`config.mk`:
```
export PLATFORM = sky130hd
export DESIGN_NAME = dt_estimator_mc_flat
export DESIGN_NICKNAME = d
export VERILOG_FILES = /design/src/rtl/dt_estimator_mc_if.sv /design/src/rtl/dt_estimator_mc.sv /design/src/flat_wrapper.sv
export SDC_FILE = /design/constraint.sdc
export NUM_CORES = 1
export LEC_CHECK = 0
export BUFFER_PORTS_ARGS = -buffer_cell sky130_fd_sc_hd__buf_2
export CORE_UTILIZATION = 35
export CTS_CLUSTER_SIZE = 28
export DETAILED_ROUTE_END_ITERATION = 12
export RECOVER_POWER = 25
export SYNTH_ARGS = -nofsm -noshare
export SYNTH_HDL_FRONTEND = slang
export SYNTH_SLANG_ARGS = --single-unit
```
`constraint.sdc`:
```
create_clock -name clk -period 34.2 [get_ports clk]
set_input_delay 1.71 -clock clk [delete_from_list [all_inputs] [get_ports clk]]
set_output_delay 1.71 -clock clk [all_outputs]
set_load 0.1 [all_outputs]
```
`src/rtl/dt_estimator_mc_if.sv`:
```
// Sample/result bundle for the multi-channel dT estimator.
// The master side drives samples and configuration; the slave side (the estimator) returns results.
interface dt_estimator_mc_if #(
    parameter int W    = 8,
    parameter int N_CH = 4
);
    localparam int CW = (N_CH > 1) ? $clog2(N_CH) : 1;

    logic                 in_valid;
    logic [CW-1:0]        in_ch;
    logic signed [W-1:0]  T_in;
    logic                 in_init;
    logic                 init_all;
    logic [7:0]           alpha;
    logic [3:0]           k_dt;
    logic [W-1:0]         d_max;

    logic                 out_valid;
    logic [CW-1:0]        out_ch;
    logic signed [W-1:0]  dT_out;
    logic                 dt_valid;
    logic                 sat;

    modport master (
        output in_valid, in_ch, T_in, in_init, init_all, alpha, k_dt, d_max,
        input  out_valid, out_ch, dT_out, dt_valid, sat
    );

    modport slave (
        input  in_valid, in_ch, T_in, in_init, init_all, alpha, k_dt, d_max,
        output out_valid, out_ch, dT_out, dt_valid, sat
    );
endinterface

```
`src/rtl/dt_estimator_mc.sv`:
```
// Multi-channel dT estimator: per-channel EMA of sample-to-sample deltas with
// shift post-scaling and symmetric clamping. A single two-stage datapath is shared
// by all channels; stage 2 forwards its writeback to stage 1 when both work on the same channel.
module dt_estimator_mc #(
    parameter int W      = 8,
    parameter int N_CH   = 4,
    parameter int F      = 7,
    parameter int WARMUP = 4
) (
    input  logic              clk,
    input  logic              rst,
    dt_estimator_mc_if.slave  bus
);
    localparam int CW = (N_CH > 1) ? $clog2(N_CH) : 1;
    localparam int AW = W + F + 1;
    localparam int PW = AW + 11;
    localparam int NW = (WARMUP > 0) ? $clog2(WARMUP + 1) : 1;
    localparam logic [NW-1:0] WARM_V = NW'(WARMUP);
    localparam logic [W-1:0]  DCAP   = {1'b0, {(W-1){1'b1}}};

    // EMA mix: (acc*(256-alpha) + ds*alpha) >>> 8 with full-width products, floor shift
    function automatic logic signed [PW-1:0] ema_mix(input logic signed [AW-1:0] acc,
                                                     input logic signed [AW-1:0] ds,
                                                     input logic [7:0] a);
        logic signed [PW-1:0] acc_x, ds_x, w_old, w_new, sum;
        acc_x = {{(PW-AW){acc[AW-1]}}, acc};
        ds_x  = {{(PW-AW){ds[AW-1]}}, ds};
        w_old = {{(PW-9){1'b0}}, 9'd256 - {1'b0, a}};
        w_new = {{(PW-8){1'b0}}, a};
        sum   = acc_x * w_old + ds_x * w_new;
        return sum >>> 8;
    endfunction

    // Symmetric saturation to +/-(dlim << F); hit flags that the clamp engaged
    function automatic logic signed [AW-1:0] clamp_sym(input logic signed [PW-1:0] e,
                                                       input logic [W-1:0] dlim,
                                                       output logic hit);
        logic signed [PW-1:0] lim;
        lim = {{(PW-W){1'b0}}, dlim} <<< F;
        hit = 1'b0;
        if (e > lim) begin
            hit = 1'b1;
            return AW'(lim);
        end else if (e < -lim) begin
            hit = 1'b1;
            return AW'(-lim);
        end
        return AW'(e);
    endfunction

    // Drop the fractional bits (floor) and narrow to the output width; the clamp keeps it in range
    function automatic logic signed [W-1:0] to_out(input logic signed [AW-1:0] acc);
        return W'(acc >>> F);
    endfunction

    // Per-channel state
    logic signed [W-1:0]  tprev_mem [N_CH];
    logic signed [AW-1:0] acc_mem   [N_CH];
    logic [NW-1:0]        cnt_mem   [N_CH];
    logic [N_CH-1:0]      primed_mem;

    // Stage-1 registers
    logic                 vld_p1;
    logic                 prime_p1;
    logic [CW-1:0]        ch_p1;
    logic signed [W-1:0]  t_p1;
    logic signed [W-1:0]  tprev_p1;
    logic signed [AW-1:0] acc_p1;
    logic [NW-1:0]        cnt_p1;
    logic [7:0]           alpha_p1;
    logic [3:0]           kdt_p1;
    logic [W-1:0]         dlim_p1;

    // Stage-1 read side
    logic                 accept;
    logic                 fwd;
    logic                 rd_primed;
    logic signed [W-1:0]  rd_tprev;
    logic signed [AW-1:0] rd_acc;
    logic [NW-1:0]        rd_cnt;

    // Stage-2 compute
    logic                 wb;
    logic signed [W:0]    delta;
    logic signed [AW-1:0] ds_sh;
    logic signed [AW-1:0] ds;
    logic signed [PW-1:0] ema;
    logic signed [AW-1:0] clamped;
    logic                 hit;
    logic signed [W-1:0]  nxt_tprev;
    logic signed [AW-1:0] nxt_acc;
    logic [NW-1:0]        nxt_cnt;
    logic                 nxt_sat;
    logic                 nxt_dtv;

    // Accept qualification and state read, with bypass of the writeback happening this cycle
    always_comb begin
        accept    = bus.in_valid && !bus.init_all && (int'(bus.in_ch) < N_CH);
        fwd       = vld_p1 && (ch_p1 == bus.in_ch);
        rd_primed = primed_mem[bus.in_ch];
        rd_tprev  = tprev_mem[bus.in_ch];
        rd_acc    = acc_mem[bus.in_ch];
        rd_cnt    = cnt_mem[bus.in_ch];
        if (fwd) begin
            rd_primed = 1'b1;
            rd_tprev  = nxt_tprev;
            rd_acc    = nxt_acc;
            rd_cnt    = nxt_cnt;
        end
    end

    // ---- stage 1: sample, channel, config and state captured ----

    // Stage-1 valid; init_all and out-of-range channels never enter the pipe
    always_ff @(posedge clk) begin
        if (rst) vld_p1 <= 1'b0;
        else     vld_p1 <= accept;
    end

    // Stage-1 data capture; qualified by vld_p1 so no reset needed
    always_ff @(posedge clk) begin
        prime_p1 <= bus.in_init || !rd_primed;
        ch_p1    <= bus.in_ch;
        t_p1     <= bus.T_in;
        tprev_p1 <= rd_tprev;
        acc_p1   <= rd_acc;
        cnt_p1   <= rd_cnt;
        alpha_p1 <= bus.alpha;
        kdt_p1   <= bus.k_dt;
        dlim_p1  <= (bus.d_max > DCAP) ? DCAP : bus.d_max;
    end

    // EMA update, clamp and warm-up count for the stage-1 sample
    always_comb begin
        hit       = 1'b0;
        wb        = vld_p1 && !bus.init_all;
        delta     = {t_p1[W-1], t_p1} - {tprev_p1[W-1], tprev_p1};
        ds_sh     = {delta, {F{1'b0}}};
        ds        = ds_sh >>> kdt_p1;
        ema       = ema_mix(acc_p1, ds, alpha_p1);
        clamped   = clamp_sym(ema, dlim_p1, hit);
        nxt_tprev = t_p1;
        if (prime_p1) begin
            nxt_acc = '0;
            nxt_cnt = '0;
            nxt_sat = 1'b0;
            nxt_dtv = 1'b0;
        end else begin
            nxt_acc = clamped;
            nxt_cnt = (cnt_p1 >= WARM_V) ? WARM_V : cnt_p1 + NW'(1);
            nxt_sat = hit;
            nxt_dtv = (nxt_cnt >= WARM_V);
        end
    end

    // ---- stage 2: state writeback and registered outputs ----

    // Channel state writeback; init_all wipes history but keeps T_prev, rst clears everything
    always_ff @(posedge clk) begin
        if (rst) begin
            primed_mem <= '0;
            for (int i = 0; i < N_CH; i++) begin
                tprev_mem[i] <= '0;
                acc_mem[i]   <= '0;
                cnt_mem[i]   <= '0;
            end
        end else if (bus.init_all) begin
            primed_mem <= '0;
            for (int i = 0; i < N_CH; i++) begin
                acc_mem[i] <= '0;
                cnt_mem[i] <= '0;
            end
        end else if (vld_p1) begin
            primed_mem[ch_p1] <= 1'b1;
            tprev_mem[ch_p1]  <= nxt_tprev;
            acc_mem[ch_p1]    <= nxt_acc;
            cnt_mem[ch_p1]    <= nxt_cnt;
        end
    end

    // Result registers; data fields hold between results
    always_ff @(posedge clk) begin
        if (rst) begin
            bus.out_valid <= 1'b0;
            bus.out_ch    <= '0;
            bus.dT_out    <= '0;
            bus.dt_valid  <= 1'b0;
            bus.sat       <= 1'b0;
        end else begin
            bus.out_valid <= wb;
            if (wb) begin
                bus.out_ch   <= ch_p1;
                bus.dT_out   <= to_out(nxt_acc);
                bus.dt_valid <= nxt_dtv;
                bus.sat      <= nxt_sat;
            end
        end
    end
endmodule

```
`src/flat_wrapper.sv`:
```
// flat-port wrapper written by rule: the top's interface ports become plain ports
module dt_estimator_mc_flat 
#(
    parameter int W      = 8,
    parameter int N_CH   = 4,
    parameter int F      = 7,
    parameter int WARMUP = 4
)
  (clk, rst, bus_in_valid, bus_in_ch, bus_T_in, bus_in_init, bus_init_all, bus_alpha, bus_k_dt, bus_d_max, bus_out_valid, bus_out_ch, bus_dT_out, bus_dt_valid, bus_sat);
  dt_estimator_mc_if #(.W(W), .N_CH(N_CH)) bus_i ();
  input  logic clk;
  input  logic rst;
  input wire logic [$bits(bus_i.in_valid)-1:0] bus_in_valid;
  input wire logic [$bits(bus_i.in_ch)-1:0] bus_in_ch;
  input wire logic [$bits(bus_i.T_in)-1:0] bus_T_in;
  input wire logic [$bits(bus_i.in_init)-1:0] bus_in_init;
  input wire logic [$bits(bus_i.init_all)-1:0] bus_init_all;
  input wire logic [$bits(bus_i.alpha)-1:0] bus_alpha;
  input wire logic [$bits(bus_i.k_dt)-1:0] bus_k_dt;
  input wire logic [$bits(bus_i.d_max)-1:0] bus_d_max;
  output wire logic [$bits(bus_i.out_valid)-1:0] bus_out_valid;
  output wire logic [$bits(bus_i.out_ch)-1:0] bus_out_ch;
  output wire logic [$bits(bus_i.dT_out)-1:0] bus_dT_out;
  output wire logic [$bits(bus_i.dt_valid)-1:0] bus_dt_valid;
  output wire logic [$bits(bus_i.sat)-1:0] bus_sat;
  assign bus_i.in_valid = bus_in_valid;
  assign bus_i.in_ch = bus_in_ch;
  assign bus_i.T_in = bus_T_in;
  assign bus_i.in_init = bus_in_init;
  assign bus_i.init_all = bus_init_all;
  assign bus_i.alpha = bus_alpha;
  assign bus_i.k_dt = bus_k_dt;
  assign bus_i.d_max = bus_d_max;
  assign bus_out_valid = bus_i.out_valid;
  assign bus_out_ch = bus_i.out_ch;
  assign bus_dT_out = bus_i.dT_out;
  assign bus_dt_valid = bus_i.dt_valid;
  assign bus_sat = bus_i.sat;
  dt_estimator_mc #(.W(W), .N_CH(N_CH), .F(F), .WARMUP(WARMUP)) u_core (.clk(clk), .rst(rst), .bus(bus_i));
endmodule
```
## After elaboration in Yosys (flattened, before gate mapping)

Memories as Yosys holds them, arrays and structs flattened.
Cells that the tools add are included.

- Flip-flop bits (word level): 76
- Bits in writable memories: 108
- Bits of input ports: 35
- Word-level logic and storage cells: 100
- Memories kept: 3

- Add/sub/neg operators: 5
- $mul: 2
- Order comparisons: 8
- Equality and inequality tests: 1
- Shift-type cells: 1
- Mux-type cells: 44
- Bitwise logic cells: 9
- Reduce and logical (&&, ||, !) cells: 11

Memories:

| name | depth | bits a word | rd ports | clocked after Yosys merged registers in | wr ports | RTL line | text |
|---|---|---|---|---|---|---|---|
| u_core.acc_mem | 4 | 16 | 1 | 0 | 4 | dt_estimator_mc.sv:58 | `logic signed [AW-1:0] acc_mem [N_CH];` |
| u_core.tprev_mem | 4 | 8 | 1 | 0 | 4 | dt_estimator_mc.sv:57 | `logic signed [W-1:0] tprev_mem [N_CH];` |
| u_core.cnt_mem | 4 | 3 | 1 | 0 | 4 | dt_estimator_mc.sv:59 | `logic [NW-1:0] cnt_mem [N_CH];` |

Operators with widths:

| operator | number |
|---|---|
| 16-bit 2-to-1 mux | 10 |
| 26-bit by 25-bit adder with 27-bit output | 1 |
| 19-bit by 27-bit less-than comparator with 1-bit output | 1 |
| 15-bit negation with 27-bit output | 1 |
| 16-bit by 10-bit multiplier with 26-bit output | 1 |
| 16-bit by 9-bit multiplier with 25-bit output | 1 |
| 3-bit 2-to-1 mux | 8 |
| 19-bit by 16-bit greater-than comparator with 1-bit output | 1 |
| 1-bit 2-to-1 mux | 19 |
| 8-bit 2-to-1 mux | 2 |
| 16-bit OR reduction | 1 |
| 16-bit by 4-bit >>> shifter with 16-bit output | 1 |
| 8-bit by 8-bit subtractor with 9-bit output | 1 |
| 9-bit by 8-bit subtractor with 9-bit output (first input constant) | 1 |
| 8-bit by 7-bit greater-than comparator with 1-bit output (second input constant) | 1 |
| 1-bit bitwise OR | 8 |
| 8-bit OR reduction | 1 |
| 3-bit greater-or-equal comparator (second input constant) | 2 |
| 2-bit by 3-bit less-than comparator with 1-bit output (second input constant) | 2 |
| 2-bit 2-to-1 mux | 3 |
| 1-bit logical AND | 4 |
| 4-bit bitwise OR | 1 |
| 3-bit by 1-bit adder with 3-bit output (second input constant) | 1 |
| 3-bit OR reduction | 1 |
| other kinds (7) | 8 |

## Depth between registers and ports, before layout

Gate-level depths: netlist of the first run.

- Depth in word-level cells: 10
- Gate-level depth with buffers: 51
- Gate-level depth less buffers: 49

## Worst setup path after synthesis of the first run

No wires, ideal clock.

- Path kind: register -> register
- From: reg u_core.t_p1[0] (netlist: u_core.nxt_tprev[0])
- To: mem u_core.acc_mem[0][11] (netlist bit) (data pin)
- Arrival: 10.701 ns
- Setup slack: 23.221 ns
- Cell stages (with the launch flop): 45
- Buffers on the path: 1
- Period minus slack after synthesis: 10.979 ns
- Cell sequence: dfxtp_1 inv_1 ha_1 fa_1 nor2b_1 o221a_1 o21a_1 nor2_1 xnor2_1 mux2i_1 mux2_2 a21oi_1 nand2_1 fa_1 fa_1 inv_1 fa_1 fa_1 [... 9 more ...] a31oi_1 o31a_1 o21ai_0 a21oi_1 a221o_1 or2_2 ha_1 a21o_1 a21oi_1 o21ai_0 a211oi_1 or4b_2 o211ai_1 a21oi_1 o21ai_0 o31ai_4 o41ai_2 nor3_1

RTL lines:

| item | RTL line | text |
|---|---|---|
| start, declared | dt_estimator_mc.sv:66 | `logic signed [W-1:0] t_p1;` |
| start signal, assigned | dt_estimator_mc.sv:124 | `t_p1 <= bus.T_in;` |
| end, declared | dt_estimator_mc.sv:58 |  |

==> results of run 1 <==
## logic make-up (layout without fill, tap and decap cells)
logic type	after synthesis	after routing	share of synthesized area (%)
compound gates	222	222	8.15
other cells	1	2	0.0191
flops	184	184	24.2
mux	55	55	4.72
xor+xnor	47	47	2.09
buf+inv	453	456	8.84
fa+ha+maj	400	400	35.9
simple gates	642	642	16.1
## path summary, 6_finish.rpt
path,startpoint,endpoint,cells after the start
setup / recovery,u_core.nxt_tprev[0],u_core.acc_mem[2][8],44
hold / removal,u_core.bus.dT_out[7],u_core.bus.dT_out[7],2
setup reg to reg,u_core.nxt_tprev[0],u_core.acc_mem[2][8],44
hold reg to reg,u_core.bus.dT_out[7],u_core.bus.dT_out[7],2
## metal layers
| metal | global-route usage (%) | vias up | wire length (um) |
|---|---|---|---|
| met1 | 24.1 | 6900 | 21600 |
| met2 | 29.1 | 304 | 22400 |
| met3 | 3.06 | 60 | 1920 |
| met5 | 0 | - | 0 |
| met4 | 4.95 | 0 | 905 |
| li1 | - | 6452 | - |
## sequential cells by signal (all words and copies together), names as in the netlist, 2 cells and up
register and count:
u_core.acc_mem 64, u_core.tprev_mem 32, u_core.bus.out_ch 2, u_core.dlim_p1 8
u_core.kdt_p1 4, u_core.primed_mem 4, u_core.bus.dT_out 8, u_core.tprev_p1 8
u_core.alpha_p1 8, u_core.nxt_tprev 8, u_core.cnt_p1 3, u_core.ch_p1 2
u_core.acc_p1 16, u_core.cnt_mem 12
## cells in the final DEF, fill, tap and decap left out, drive strengths merged, types with 11 or more instances in the layout
cell type / Yosys / routed
clkbuf: 75 / 36
a21o: 21 / 21
mux4: 28 / 28
fa: 273 / 273
a21oi: 51 / 51
nor3: 66 / 66
o31ai: 22 / 22
mux2i: 16 / 16
ha: 127 / 127
mux2: 11 / 11
or2: 16 / 16
inv: 359 / 365
edfxtp: 108 / 108
dfxtp: 76 / 76
and2: 115 / 115
nand2: 235 / 235
nor4: 12 / 12
buf: 18 / 46
nor2: 89 / 89
and3: 32 / 32
nand3: 15 / 15
xnor2: 32 / 32
nand2b: 17 / 17
xor2: 15 / 15
o21ai: 46 / 46
## critical path: cells and delay by family (launching register included)
| kind | cells | cell delay [ns] |
|---|---|---|
| multiplexers | 3 | 1.10 |
| flip-flops | 1 | 0.31 |
| adder cells (fa/ha/maj) | 10 | 4.59 |
| AO/OA/AOI/OAI | 18 | 4.34 |
| XOR/XNOR | 1 | 0.14 |
| buffers and inverters | 4 | 0.26 |
| AND/OR/NAND/NOR | 8 | 1.58 |
## final cells by class
type | instances | area [sq um] | area share [%]
Clock inverter | 14 | 165 | 0.781
Multi-Input combinational cell | 1367 | 13200 | 62.2
Antenna cell | 1 | 2.50 | 0.0118
Clock buffer | 17 | 425 | 2.01
Tap cell | 748 | 936 | 4.42
Inverter | 360 | 1350 | 6.39
Timing Repair Buffer | 65 | 342 | 1.61
Sequential cell | 184 | 4760 | 22.5
## metrics by stage
| stage | setup WS [ns] | util (%) |
|---|---|---|
| 3_3_place_gp | 21.96 | 37.2 |
| 5_1_grt | 20.59 | 38.2 |
| 2_1_floorplan | 23.22 | - |
| 4_1_cts | 21.64 | 38.3 |
| 3_5_place_dp | 21.68 | 37.2 |
| 6_report | 21.57 | 38.2 |
==> results.toml, run 1 <==
[synthesis]
yosysUniqueCellTypes = 83
synth_ff_type = "edfxtp_1"
postSynthAreaPerCell_sq_um = 9.81
yosys.area.top_type_share_pct = 27.8
synth_cells = 2004
synth_warnings = 0
netlist_area_sq_mm = 0.0197
ys_seq_elements = 184
ys_seq_area_share_pct = 24.2
synth_commonest_cells = "359 x inv_1, 273 x fa_1, 235 x nand2_1, 127 x ha_1, 114 x and2_1"
synth_area_leaders = "fa_1 28%, edfxtp_1 16%, ha_1 8.1%"
ys_async_sr_fraction_pct = 0
synth.most_common_cell = "inv_1"
syn_nets = 2439
yosysTopAreaCell = "fa_1"
synth_edf_count = 108

[timing]
period_share_pct = 36.9
fin_crit_ns = 12.63
rsz0062_at_grt = "false"
fin_tns_setup_ns = 0
hold_viol_final = 0
tightest_slew_ns = 2.60
relSlewSlack_pct = -73.2
finalMaxSlewViolations = 109
skew_ns = 0.0184
max_freq_mhz = 79.2
whs_ns = 0.456
finalSetupViolations = 0

[route]
dr.pass1.iters = 5
drt_iter0_markers = 818
avgRoutedWirePerCell_um = 17.0
routed_wirelength_um = 46800
vias = 13700
ant_nets = 0
via_per_inst = 4.98
drcViolationCount = 0

[critical_path]
slowest_stage = "o31ai_4"
regToRegSetupSlack_ns = 21.57
arrival_ns = 12.83
crit_path_start_kind = "flip-flop"
path_common_cell = "fa_1"
crit_type = "flip-flop to flip-flop"
end_kind = "flip-flop"
slowest_delay_ns = 0.77
cp.required_ns = 34.40
cp_max_fo = 18

[global_routing]
grt_pass1_vias = 14700
antenna_found_initial = 0
grt.total_usage_pct = 17.8
grt_pass1_wl_um = 79900
grt_overflow = 0
grt_max_degree = 47

[cts]
tritoncts = "built"
clk_path_buf_depth = 2
cts_setup_buffers = 0
clkTransAtPathRegs_ns = 0.07
htreeDepth = 4
worstSkewPairLatency_ns = 0.48
clockRootBuffer = "clkbuf_16"
cts_sinks = 184
cts_hold_buf = 0
ctsResizeCount = 0
cts_buffers = 17

[finish]
drive_above_1_share_pct = 7.97
area_delta_synth_final_pct = 7.61
num-fill-cells = 5539
nets = 2430
stdcell_count = 2756
fin_area_sq_mm = 0.0212

[run_status]
violations = "capacitance limit, slew limit"
outcome = "finished, violations left"

[place]
gp_congestion = 0.897
hpwl_um = 37400
placed_area_sq_mm = 0.0206
port_buffers = 47
post-place-cells = 2724

[floorplan]
pin_count = 48
die_w_um = 239
core_area_sq_mm = 0.0553
start_util_pct = 35.5
die-area_sq_mm = 0.0571
die_h_um = 239
std_cell_rows = 86

[job]
max_cap_viol_count = 3

[min_path]
hold_class = "flip-flop to flip-flop"
Power of run 1 is left out: the tool's default activity adds up to more than one toggle a clock period on the data nets, which glitch-free logic cannot reach.
==> run 2: changes to the inputs <==
==> constraint.sdc (replaced) <==
create_clock -name clk -period 10.95 [get_ports clk]
set_input_delay 0.5475 -clock clk [delete_from_list [all_inputs] [get_ports clk]]
set_output_delay 0.5475 -clock clk [all_outputs]
set_load 0.1 [all_outputs]
==> run 2 against run 1 <==
Compared with the run above: hold slack worse by 0.29 ns; sequential cell count is the same; non-clock buffer count rose by 194; cell area increased by 13%; final cell count is 7.0% higher; the flow still finishes with violations (capacitance limit, slew limit).
==> results.toml, run 2 (synthesis gave the netlist of run 1 again) <==
[run_status]
outcome = "finished, violations left"
violations = "capacitance limit, slew limit"

[global_routing]
grt_pass1_wl_um = 82800
grt.total_usage_pct = 18.4
grt_max_degree = 37
grt_pass1_vias = 15500
grt_overflow = 0
antenna_found_initial = 0

[finish]
diodes = 0
nets = 2624
stdcell_count = 2950
regArea_sq_mm = 0.00477
reg_top3 = "u_core.acc_mem x64, u_core.tprev_mem x32, u_core.acc_p1 x16"
top_register = "u_core.acc_mem"
multi_input_area_sq_mm = 0.0142
area_delta_synth_final_pct = 21.2
num-fill-cells = 5300
final_common_cell = "inv_1"
drive_above_1_share_pct = 24.2
largest_register_ffs = 64
mostFrequentLayoutCells = "344 x inv_1, 263 x fa_1, 227 x nand2_1"

[critical_path]
regToRegSetupSlack_ns = 0.20
slowest_stage = "fa_1"
end_kind = "flip-flop"
slowest_delay_ns = 0.57
path_common_cell = "fa_1"
worst-path-stages = 47
crit_type = "flip-flop to flip-flop"
rr_startpoint = "u_core.nxt_tprev[0]"
critPathBufInv = 8
arrival_ns = 11.02
reg2reg_depth = 47
cp_top_family = "adder cells"
startpoint = "u_core.nxt_tprev[0]"
cp.required_ns = 11.22
cp_max_fo = 7
crit_path_start_kind = "flip-flop"

[timing]
period_share_pct = 98.2
skew_ns = 0.0239
relSlewSlack_pct = -80.1
finalSetupViolations = 0
tightest_slew_ns = 2.70
rsz0062_at_grt = "true"
fin_crit_ns = 10.75
hold_viol_final = 0
max_freq_mhz = 93.0
finalMaxSlewViolations = 62

[route]
drt_iter0_markers = 827
vias = 14600
routed_wirelength_um = 50700
via_per_inst = 4.96
ant_nets = 0
dr.pass1.iters = 5
avgRoutedWirePerCell_um = 17.2
drcViolationCount = 0

[place]
post-place-cells = 2879
port_buffers = 47
gp_congestion = 0.911
hpwl_um = 38900

[floorplan]
pin_count = 48
start_util_pct = 35.5
die_w_um = 239
core_area_sq_mm = 0.0553
die_h_um = 239
std_cell_rows = 86
die-area_sq_mm = 0.0571

[cts]
cts_buffers = 17
clk_path_buf_depth = 2
cts_hold_buf = 0
cts_sinks = 184
clkTransAtPathRegs_ns = 0.10
worstSkewPairLatency_ns = 0.48
tritoncts = "built"
clockRootBuffer = "clkbuf_16"
htreeDepth = 4

[min_path]
worstHoldStart = "bus_alpha[1]"
min_path_cells = 1
hold_class = "input port to flip-flop"

[job]
max_cap_viol_count = 2
run 2: cell count changes in the layout (fill, tap and decap cells not counted), moves of 15 or more:
cell | before | now
nor3_2 | 0 | 20
nor3_1 | 66 | 29
inv_2 | 0 | 15
a21oi_1 | 50 | 33
buf_4 | 16 | 184
ha_1 | 127 | 112
nor3_4 | 0 | 17
buf_6 | 0 | 21
nor2_1 | 89 | 71
inv_1 | 359 | 344
run 2: what timing repair did:
item	CTS	global route
setup endpoints to repair	88	89
pin swaps	28	131
buffers inserted	9	27
gates resized for setup	28	221
cloned	0	6
run 2: cell type report:
type / count / area share (%)
Multi-Input combinational cell: 1367 / 59.7
Sequential cell: 184 / 20.0
Timing Repair Buffer: 259 / 8.27
Inverter: 360 / 5.67
Tap cell: 748 / 3.93
Clock buffer: 18 / 1.80
Clock inverter: 14 / 0.651
run 2: path summary, 6_finish.rpt:
kind	end
max	u_core.acc_mem[1][4]
max reg2reg	u_core.acc_mem[1][4]
min	u_core.alpha_p1[1]
min reg2reg	u_core.primed_mem[3]
run 2: through the flow:
stage / TNS (ns) / setup WS, ns / utilization [%] / area [sq um] / hold slack [ns]
after global placement: -17.01 / -0.269 / 39.4 / 21800 / 0.443
after global routing: -6.18 / -0.181 / 43.1 / 23800 / 0.157
final: 0 / 0.201 / 43.1 / 23800 / 0.165
after detailed placement: -26.66 / -0.393 / 39.4 / 21800 / 0.445
after CTS: 0 / 0.0160 / 40.8 / 22600 / 0.144
after floorplan: 0 / 0.0199 / - / 19700 / 0.432
run 2: metal layers:
| metal | track usage (%) | wire [um] | vias to the layer above |
|---|---|---|---|
| met4 | 4.53 | 917 | 0 |
| li1 | - | - | 6850 |
| met1 | 25.0 | 23200 | 7468 |
| met5 | 0 | 0 | - |
| met2 | 31.0 | 24700 | 272 |
| met3 | 2.16 | 1860 | 54 |
Power of run 2 is left out for the same reason.
==> run 3: changes to the inputs <==
--- a/config.mk
+++ b/config.mk
@@ -6,9 +6,11 @@
 export NUM_CORES = 1
 export LEC_CHECK = 0
 export BUFFER_PORTS_ARGS = -buffer_cell sky130_fd_sc_hd__buf_2
+export CORE_ASPECT_RATIO = 0.6
 export CORE_UTILIZATION = 35
 export CTS_CLUSTER_SIZE = 28
 export DETAILED_ROUTE_END_ITERATION = 12
+export MAX_ROUTING_LAYER = met4
 export RECOVER_POWER = 25
 export SYNTH_ARGS = -nofsm -noshare
 export SYNTH_HDL_FRONTEND = slang
==> run 3 against run 2 <==
Compared with the run above: the flow still finishes with violations (capacitance limit, slew limit); core utilization is 0.36 points higher; non-clock buffer count up 12; sequential cell count unchanged; worst setup slack worse by 0.12 ns; clock skew shrank 0.0058 ns; wire length is 6.8% higher; hold slack better by 0.020 ns; clock-buffer cell count rose by 1; sequential share of layout area about the same; critical endpoint is now u_core.bus.dT_out[7]; highest routed layer unchanged.
==> results.toml, run 3 (synthesis gave the netlist of run 1 again) <==
[finish]
final_common_cell = "inv_1"
top_register = "u_core.acc_mem"
num-fill-cells = 5228
reg_top3 = "u_core.acc_mem x64, u_core.tprev_mem x32, u_core.acc_p1 x16"
diodes = 0
mostFrequentLayoutCells = "353 x inv_1, 257 x fa_1, 232 x nand2_1"
utilization_pct = 43.4
nets = 2636
area_delta_synth_final_pct = 21.2
largest_register_ffs = 64
drive_above_1_share_pct = 23.2

[min_path]
hold_class = "input port to flip-flop"

[global_routing]
grt_pass1_wl_um = 86600
antenna_found_initial = 0
grt_overflow = 0
grt_max_degree = 47
grt.total_usage_pct = 20.2
grt_pass1_vias = 15200

[timing]
rsz0062_at_grt = "true"
fin_crit_ns = 10.87
fin_tns_setup_ns = 0
whs_ns = 0.184
hold_viol_final = 0
tightest_slew_ns = 2.74
max_freq_mhz = 92.0
finalMaxSlewViolations = 62
relSlewSlack_pct = -82.4
skew_ns = 0.0181
period_share_pct = 99.3
finalSetupViolations = 0

[cts]
clockRootBuffer = "clkbuf_16"
htreeDepth = 4
cts_sinks = 184
tritoncts = "built"
cts_buffers = 17
clk_path_buf_depth = 2
clkTransAtPathRegs_ns = 0.08
worstSkewPairLatency_ns = 0.47

[route]
ant_nets = 0
vias = 15000
via_per_inst = 5.05
drt_iter0_markers = 1192
dr.pass1.iters = 5
avgRoutedWirePerCell_um = 18.3
routed_wirelength_um = 54200
drcViolationCount = 0

[critical_path]
end_kind = "flip-flop"
crit_type = "flip-flop to flip-flop"
arrival_ns = 11.19
slowest_delay_ns = 0.58
cp.required_ns = 11.27
cp_max_fo = 6
slowest_stage = "fa_1"
crit_path_start_kind = "flip-flop"
path_common_cell = "buf_4"

[place]
hpwl_um = 42600
gp_congestion = 0.897
port_buffers = 47

[floorplan]
die_h_um = 186
die_w_um = 308
start_util_pct = 35.8
pin_count = 48
std_cell_rows = 66
die-area_sq_mm = 0.0571
core_area_sq_mm = 0.0548

[run_status]
violations = "capacitance limit, slew limit"
outcome = "finished, violations left"

[job]
max_cap_viol_count = 2
## run 3: metrics by stage
stage	cell area [sq um]	std cells	worst slack (ns)
global placement	22000	2898	-0.471
CTS	22700	2936	-0.0440
finish	23800	2962	0.0798
global route	23800	2962	-0.441
floorplan	19700	2004	0.0199
detailed placement	22000	2898	-0.641
## run 3: worst paths after layout
path / start / endpoint / slack, ns / cells past startpoint
setup reg to reg: u_core.nxt_tprev[0] / u_core.bus.dT_out[7] / 0.08 / 52
hold reg to reg: u_core.bus.dT_out[3] / u_core.bus.dT_out[3] / 0.46 / 2
hold / removal: bus_T_in[5] / u_core.nxt_tprev[5] / 0.18 / 1
setup / recovery: u_core.nxt_tprev[0] / u_core.bus.dT_out[7] / 0.08 / 52
## run 3: area by class of cell
class	instances	area (sq um)	share of cell area, %
Multi-Input combinational cell	1367	14100	59.4
Sequential cell	184	4770	20.0
Timing Repair Buffer	271	2050	8.59
Inverter	360	1350	5.67
Tap cell	748	936	3.93
Clock buffer	19	455	1.91
Clock inverter	13	124	0.520
## run 3: metal layers
layer  part of all wire (%)  wire length, um  GRT usage, %  vias to the layer above
li1                       -                -             -                     6871
met1                     50            27300          31.1                     7535
met2                     40            21400          26.2                      520
met3                    9.5             5150          5.67                       40
met4                   0.65              351          2.67                        0
met5                      0                0             -                        -
## run 3: critical path, delay by kind of cell (launching register included)
family / cells / cell delay, ns
AND/OR/NAND/NOR: 8 / 1.32
buffers and inverters: 13 / 1.49
XOR/XNOR: 1 / 0.23
multiplexers: 1 / 0.35
AO/OA/AOI/OAI: 19 / 2.85
flip-flops: 1 / 0.32
adder cells (fa/ha/maj): 10 / 4.18
## run 3: repair_timing
| item | 4_1_cts | 5_1_grt |
|---|---|---|
| hold buffers | 0 | 0 |
| setup endpoints to repair | 89 | 89 |
| pin swaps | 20 | 116 |
| gates resized for setup | 37 | 165 |
| buffers inserted | 6 | 29 |
| cloned | 0 | 3 |
Power of run 3 is left out for the same reason.
